[config.mk]
export PLATFORM = sky130hd
export DESIGN_NAME = code_serializer_flat
export DESIGN_NICKNAME = d
export VERILOG_FILES = /design/src/rtl/code_serializer_if.sv /design/src/rtl/code_serializer.sv /design/src/flat_wrapper.sv
export SDC_FILE = /design/constraint.sdc
export NUM_CORES = 1
export LEC_CHECK = 0
export CORE_MARGIN = 1
export CORE_UTILIZATION = 50
export DETAILED_ROUTE_END_ITERATION = 10
export PLACE_DENSITY = 0.74
export SYNTH_ARGS = -nofsm -noshare
export SYNTH_HDL_FRONTEND = slang
export SYNTH_SLANG_ARGS = --single-unit
[constraint.sdc]
create_clock -name clk -period 3.9 [get_ports clk]
set_input_delay 0.78 -clock clk [delete_from_list [all_inputs] [get_ports clk]]
set_output_delay 0.78 -clock clk [all_outputs]
set_load 0.01 [all_outputs]
[src/rtl/code_serializer_if.sv]
`default_nettype none
// ============================================================================
//  Module      : code_serializer_if
//  Description : Frame request / serial output bundle for code_serializer.
//                The master drives start/code/len/abort, the slave (the
//                serializer) drives dout/valid/busy/done.
//  Revision    : 1.0 - initial release
// ============================================================================
interface code_serializer_if #(
   parameter int WIDTH = 8
) ();
   logic                       start;
   logic [WIDTH-1:0]           code;
   logic [$clog2(WIDTH+1)-1:0] len;
   logic                       abort;
   logic                       dout;
   logic                       valid;
   logic                       busy;
   logic                       done;

   modport master (
      output start, code, len, abort,
      input  dout, valid, busy, done
   );

   modport slave (
      input  start, code, len, abort,
      output dout, valid, busy, done
   );
endinterface
`default_nettype wire

[src/rtl/code_serializer.sv]
`default_nettype none
// ============================================================================
//  Module      : code_serializer
//  Description : Sends a captured code of 1..WIDTH bits MSB first on a
//                registered serial line, optionally followed by an even
//                parity bit, then GAP_CYCLES idle-low cycles and a one-cycle
//                done pulse. Optional feature macro: CODE_SERIALIZER_PARITY_EN
//                (adds the parity bit after the last code bit).
//  Revision    : 1.0 - initial release
// ============================================================================
module code_serializer #(
   parameter int WIDTH      = 8,
   parameter int GAP_CYCLES = 2
) (
   input  wire logic       clk,
   input  wire logic       arst,
   code_serializer_if.slave bus
);

   localparam int c_LEN_W   = $clog2(WIDTH + 1);
   localparam int c_CNT_MAX = (WIDTH > GAP_CYCLES) ? WIDTH : GAP_CYCLES;
   localparam int c_CNT_W   = $clog2(c_CNT_MAX + 1);

   typedef enum logic [1:0] {
      S_IDLE   = 2'd0,
      S_SHIFT  = 2'd1,
`ifdef CODE_SERIALIZER_PARITY_EN
      S_PARITY = 2'd2,
`endif
      S_GAP    = 2'd3
   } state_t;

   state_t               state_q, state_d;
   logic [WIDTH-1:0]     code_q,  code_d;
   // In SHIFT: index of the bit currently on dout. In GAP: cycles left - 1.
   logic [c_CNT_W-1:0]   cnt_q,   cnt_d;
   logic                 dout_q,  dout_d;
   logic                 valid_q, valid_d;
   logic                 busy_q,  busy_d;
   logic                 done_q,  done_d;
`ifdef CODE_SERIALIZER_PARITY_EN
   logic                 par_q,   par_d;
`endif

   logic [c_LEN_W-1:0]   w_len_cl;
   logic [WIDTH-1:0]     w_in_shift;
   logic [WIDTH-1:0]     w_q_shift;
   logic                 w_finish;

   // Oversized lengths are clamped to the register width at capture.
   assign w_len_cl   = (bus.len > c_LEN_W'(WIDTH)) ? c_LEN_W'(WIDTH) : bus.len;
   // Shifts give the selected bit in position 0 without a wide bit-select.
   assign w_in_shift = bus.code >> (w_len_cl - c_LEN_W'(1));
   assign w_q_shift  = code_q >> (cnt_q - c_CNT_W'(1));

   // Next-state and next-output logic; outputs are registered from these.
   always_comb begin
      state_d  = state_q;
      code_d   = code_q;
      cnt_d    = cnt_q;
      dout_d   = 1'b0;
      valid_d  = 1'b0;
      busy_d   = 1'b0;
      done_d   = 1'b0;
      w_finish = 1'b0;
`ifdef CODE_SERIALIZER_PARITY_EN
      par_d    = par_q;
`endif

      case (state_q)
         S_IDLE: begin
            // abort beats start even while idle
            if (bus.start && !bus.abort && (bus.len != '0)) begin
               state_d = S_SHIFT;
               code_d  = bus.code;
               cnt_d   = c_CNT_W'(w_len_cl) - c_CNT_W'(1);
               dout_d  = w_in_shift[0];
               valid_d = 1'b1;
               busy_d  = 1'b1;
`ifdef CODE_SERIALIZER_PARITY_EN
               par_d   = w_in_shift[0];
`endif
            end
         end

         S_SHIFT: begin
            busy_d = 1'b1;
            if (cnt_q == '0) begin
`ifdef CODE_SERIALIZER_PARITY_EN
               state_d = S_PARITY;
               dout_d  = par_q;
               valid_d = 1'b1;
`else
               w_finish = 1'b1;
`endif
            end else begin
               cnt_d   = cnt_q - c_CNT_W'(1);
               dout_d  = w_q_shift[0];
               valid_d = 1'b1;
`ifdef CODE_SERIALIZER_PARITY_EN
               par_d   = par_q ^ w_q_shift[0];
`endif
            end
         end

`ifdef CODE_SERIALIZER_PARITY_EN
         S_PARITY: begin
            w_finish = 1'b1;
         end
`endif

         S_GAP: begin
            if (cnt_q == '0) begin
               state_d = S_IDLE;
               done_d  = 1'b1;
            end else begin
               cnt_d  = cnt_q - c_CNT_W'(1);
               busy_d = 1'b1;
            end
         end

         default: begin
            state_d = S_IDLE;
         end
      endcase

      // Frame body finished: enter the idle-low gap, or finish at once.
      if (w_finish) begin
         if (GAP_CYCLES == 0) begin
            state_d = S_IDLE;
            done_d  = 1'b1;
            busy_d  = 1'b0;
         end else begin
            state_d = S_GAP;
            cnt_d   = c_CNT_W'(GAP_CYCLES - 1);
            busy_d  = 1'b1;
         end
      end

      // Cancel a frame in flight: silent return to idle, no done pulse.
      if (bus.abort && (state_q != S_IDLE)) begin
         state_d = S_IDLE;
         dout_d  = 1'b0;
         valid_d = 1'b0;
         busy_d  = 1'b0;
         done_d  = 1'b0;
      end
   end

   // State, captured frame and registered outputs; reset wins over all.
   always_ff @(posedge clk) begin
      if (!arst) begin
         state_q <= S_IDLE;
         code_q  <= '0;
         cnt_q   <= '0;
         dout_q  <= 1'b0;
         valid_q <= 1'b0;
         busy_q  <= 1'b0;
         done_q  <= 1'b0;
`ifdef CODE_SERIALIZER_PARITY_EN
         par_q   <= 1'b0;
`endif
      end else begin
         state_q <= state_d;
         code_q  <= code_d;
         cnt_q   <= cnt_d;
         dout_q  <= dout_d;
         valid_q <= valid_d;
         busy_q  <= busy_d;
         done_q  <= done_d;
`ifdef CODE_SERIALIZER_PARITY_EN
         par_q   <= par_d;
`endif
      end
   end

   assign bus.dout  = dout_q;
   assign bus.valid = valid_q;
   assign bus.busy  = busy_q;
   assign bus.done  = done_q;

endmodule
`default_nettype wire

[src/flat_wrapper.sv]
// flat-port wrapper written by rule: the top's interface ports become plain ports
module code_serializer_flat 
#(
   parameter int WIDTH      = 8,
   parameter int GAP_CYCLES = 2
)
  (clk, arst, bus_start, bus_code, bus_len, bus_abort, bus_dout, bus_valid, bus_busy, bus_done);
  code_serializer_if #(.WIDTH(WIDTH)) bus_i ();
  input  wire logic clk;
  input  wire logic arst;
  input wire logic [$bits(bus_i.start)-1:0] bus_start;
  input wire logic [$bits(bus_i.code)-1:0] bus_code;
  input wire logic [$bits(bus_i.len)-1:0] bus_len;
  input wire logic [$bits(bus_i.abort)-1:0] bus_abort;
  output wire logic [$bits(bus_i.dout)-1:0] bus_dout;
  output wire logic [$bits(bus_i.valid)-1:0] bus_valid;
  output wire logic [$bits(bus_i.busy)-1:0] bus_busy;
  output wire logic [$bits(bus_i.done)-1:0] bus_done;
  assign bus_i.start = bus_start;
  assign bus_i.code = bus_code;
  assign bus_i.len = bus_len;
  assign bus_i.abort = bus_abort;
  assign bus_dout = bus_i.dout;
  assign bus_valid = bus_i.valid;
  assign bus_busy = bus_i.busy;
  assign bus_done = bus_i.done;
  code_serializer #(.WIDTH(WIDTH), .GAP_CYCLES(GAP_CYCLES)) u_core (.clk(clk), .arst(arst), .bus(bus_i));
endmodule
==> reports/results.tsv <==
stage	metric	value	unit
worst_setup_path	crit_family	compound AO/OA/AOI/OAI gates	
synthesis	syn-num-nets	122	
worst_setup_path	start_kind	primary input	
global_route	busiest_layer	met2	
routing	wl_per_cell	13.6	um
synthesis	synth_area_leaders	dfxtp_1 36%, mux2i_1 13%, nor2b_1 5.0%	
clock_network	clockBufferDepth	2	
global_route	antenna_found_initial	0	
worst_hold_path	holdCritPathClass	reg -> reg	
synthesis	yosysWarningCount	0	
routing	drc	0	
worst_setup_path	worstPathRequired	4.12	ns
global_route	grtUsageMet1	26.4	%
global_route	grt_pass1_vias	780	
floorplan	pin_count	20	
floorplan	die_h	46.9	um
worst_setup_path	rr_worst_depth	6	
layout	diodes	0	
worst_setup_path	r2r-end	u_core.bus.dout	
worst_setup_path	worstSetupStartpoint	bus_len[3]	
layout	fillCellCount	164	
clock_network	insertion_delay	0.30	ns
pwr	p_per_area	351	nW/um^2
layout	areaGrowthSynthToFinish	20.5	%
synthesis	ys_ff_latch	18	
worst_setup_path	reg2reg_from	u_core.cnt_q[0]	
pwr	pwr-share-clk	27.2	%
sta	period_share	61.3	%
flow_run	max-cap-violations	0	
worst_setup_path	setup.worst_path.end_class	flip-flop	
placement	place_congestion	0.877	
floorplan	fp.dieW	46.9	um
placement	dpl_cell_area	1180	sq um
layout	drive_above_1_share	10.7	%
worst_setup_path	timing.critical_path.buf_inv	1	
worst_setup_path	crit_fanout	7	
clock_network	clk_pin_slew	0.11	ns
clock_network	ctsResizeCount	0	
placement	port-buffer-count	19	
clock_network	cts_hold_buf	0	
clock_network	cts_made_buffers	3	
global_route	track_usage	21.9	%
clock_network	htree_num_levels	1	
sta	setup_violations	0	
layout	final_cell_mix	19 x clkdlybuf4s50_1, 18 x dfxtp_1, 13 x mux2i_1	
sta	slew_viol_final	0	
layout	stdcell_area	1210	sq um
floorplan	rows	15	
layout	regArea	360	sq um
floorplan	coreArea	1800	sq um
global_route	grt_max_degree	16	
synthesis	syn_area	1010	sq um
clock_network	cts_tree	yes	
worst_setup_path	crit_slowest_cell	clkdlybuf4s50_1	
routing	drt_first_pass_iters	4	
outcome	status	finished, final reports clean	
routing	drt-initial-drc-count	12	
worst_hold_path	hold_start	u_core.code_q[5]	
clock_network	cts_root_buf	clkbuf_4	
sta	layout_min_cycle_time	2.39	ns
floorplan	start_util	55.9	%
worst_setup_path	crit_chain	clkdlybuf4s50_1 -> nand2b_1 -> ha_1 -> xnor2_1 -> o21a_1 -> a21oi_1 -> o32ai_2	
pwr	p_comb_share	24.9	%
pwr	seq_power_share	47.9	%
pwr	leakagePower	0.000476	uW
pwr	switching_share	28.0	%
global_route	grt_remaining_overflow	0	
sta	worst_slew_pin_slew	0.497	ns
sta	finalSetupTns	0	ns
worst_setup_path	timing.reg2reg.setup_slack	2.12	ns
synthesis	avgSynthCellArea	9.68	sq um
layout	layout_commonest_cell	clkdlybuf4s50_1	
clock_network	cts_num_sinks	18	
placement	dp_hpwl	1.55	mm
synthesis	synth_cells	104	
sta	hold_violations	0	
routing	ant_nets	0	
worst_setup_path	crit_end	u_core.bus.dout	
global_route	grt_use_met3	3.46	%
layout	multi_input_area	584	sq um
pwr	internal-power	307	uW
sta	finClkSkew	0.00600	ns
synthesis	yosysTopAreaCell	dfxtp_1	
global_route	globalRouteMet2Util	39.7	%
routing	viasPerCell	5.44	
layout	postLayoutCoreUtil	67.4	%
sta	max_freq	419	MHz
clock_network	post-cts-setup-buffer-count	0	
synthesis	ys_seq_area_share	35.8	%
pwr	p_sw	119	uW
worst_setup_path	setup.worst_path.class	in -> reg	
worst_setup_path	critPathArrivalTime	2.61	ns
routing	vias	800	
sta	hold_ws	0.527	ns
layout	nets	141	
synthesis	yosysTopAreaCellShare	35.8	%
worst_setup_path	slowest_delay	0.45	ns
synthesis	synthDistinctLibCells	34	
global_route	grt_pass1_wl	3.34	mm
sta	rsz0062_at_grt	no	
worst_setup_path	path_depth	7	
floorplan	die-area	2200	sq um
pwr	peakVddDrop	0.238	mV
routing	wirelength	2.00	mm
sta	relSlewSlack	66.7	%
## synthesized netlist by cell type (all sizes together)
library cell,instances
o31ai,1
nand2,5
nand3,2
xor2,1
o211ai,2
dfxtp,18
nor2b,8
or2,1
mux2,1
o21ai,3
inv,3
clkbuf,1
xnor2,3
ha,2
mux2i,13
nand2b,5
o21a,1
nor3b,1
o32ai,1
or4,2
nor4,1
a21boi,3
buf,4
mux4,2
nor3,5
nor2,8
a21oi,7
## metal layers
layer	share of wire (%)	vias to the layer above
li1	-	406
met1	46	376
met2	50	13
met3	2.2	5
met4	1.4	0
met5	0	-
## through the flow
step                power [uW]  setup slack [ns]  instances
global route               448              1.37        147
detailed placement         315              1.21        143
CTS                        430              1.52        147
global placement           312              1.30        143
floorplan                  284              1.87        104
finish                     426              1.51        147
## tightest hold or removal path: cells and delay by family (launching register included)
family,cells,cell delay [ns]
multiplexers,1,0.07
flip-flops,1,0.34
AND/OR/NAND/NOR,1,0.09
## registers in the layout, indices dropped and copies added (netlist names)
signal            count
u_core.bus.done       1
u_core.bus.valid      1
u_core.code_q         8
u_core.bus.busy       1
u_core.bus.dout       1
u_core.cnt_q          4
u_core.state_q        2
## cells by family (layout without fill, tap and decap cells)
kind of cell,after synthesis,after routing,share of synthesized area (%)
AND/OR/NAND/NOR,38,38,20.9
AO/OA/AOI/OAI,18,18,12.7
flip-flops,18,18,35.8
multiplexers,16,16,18.5
buffers and inverters,8,26,6.21
XOR/XNOR,4,4,3.48
adder cells (fa/ha/maj),2,2,2.48
## layout make-up
type	instances	share of cell area, %
repair buffers	19	15.7
multi-input cells	78	48.1
well taps	25	2.58
flip-flops and latches	18	29.7
inverters	3	0.928
clock buffers	4	2.99
## how the worst min path moves through the flow
stage	end	cells past startpoint
floorplan	u_core.code_q[1]	2
global placement	u_core.code_q[5]	2
detailed placement	u_core.code_q[5]	2
CTS	u_core.code_q[5]	2
global route	u_core.code_q[6]	2
finish	u_core.code_q[5]	2
## power by group through the flow
stage	Clock, uW	Sequential, uW	Combinational [uW]
2_1_floorplan	0	206	78.6
3_3_place_gp	0	208	104
3_5_place_dp	0	209	106
4_1_cts	119	204	107
5_1_grt	125	206	116
6_report	116	204	106
No activity file was read; power rests on OpenSTA's default activity.
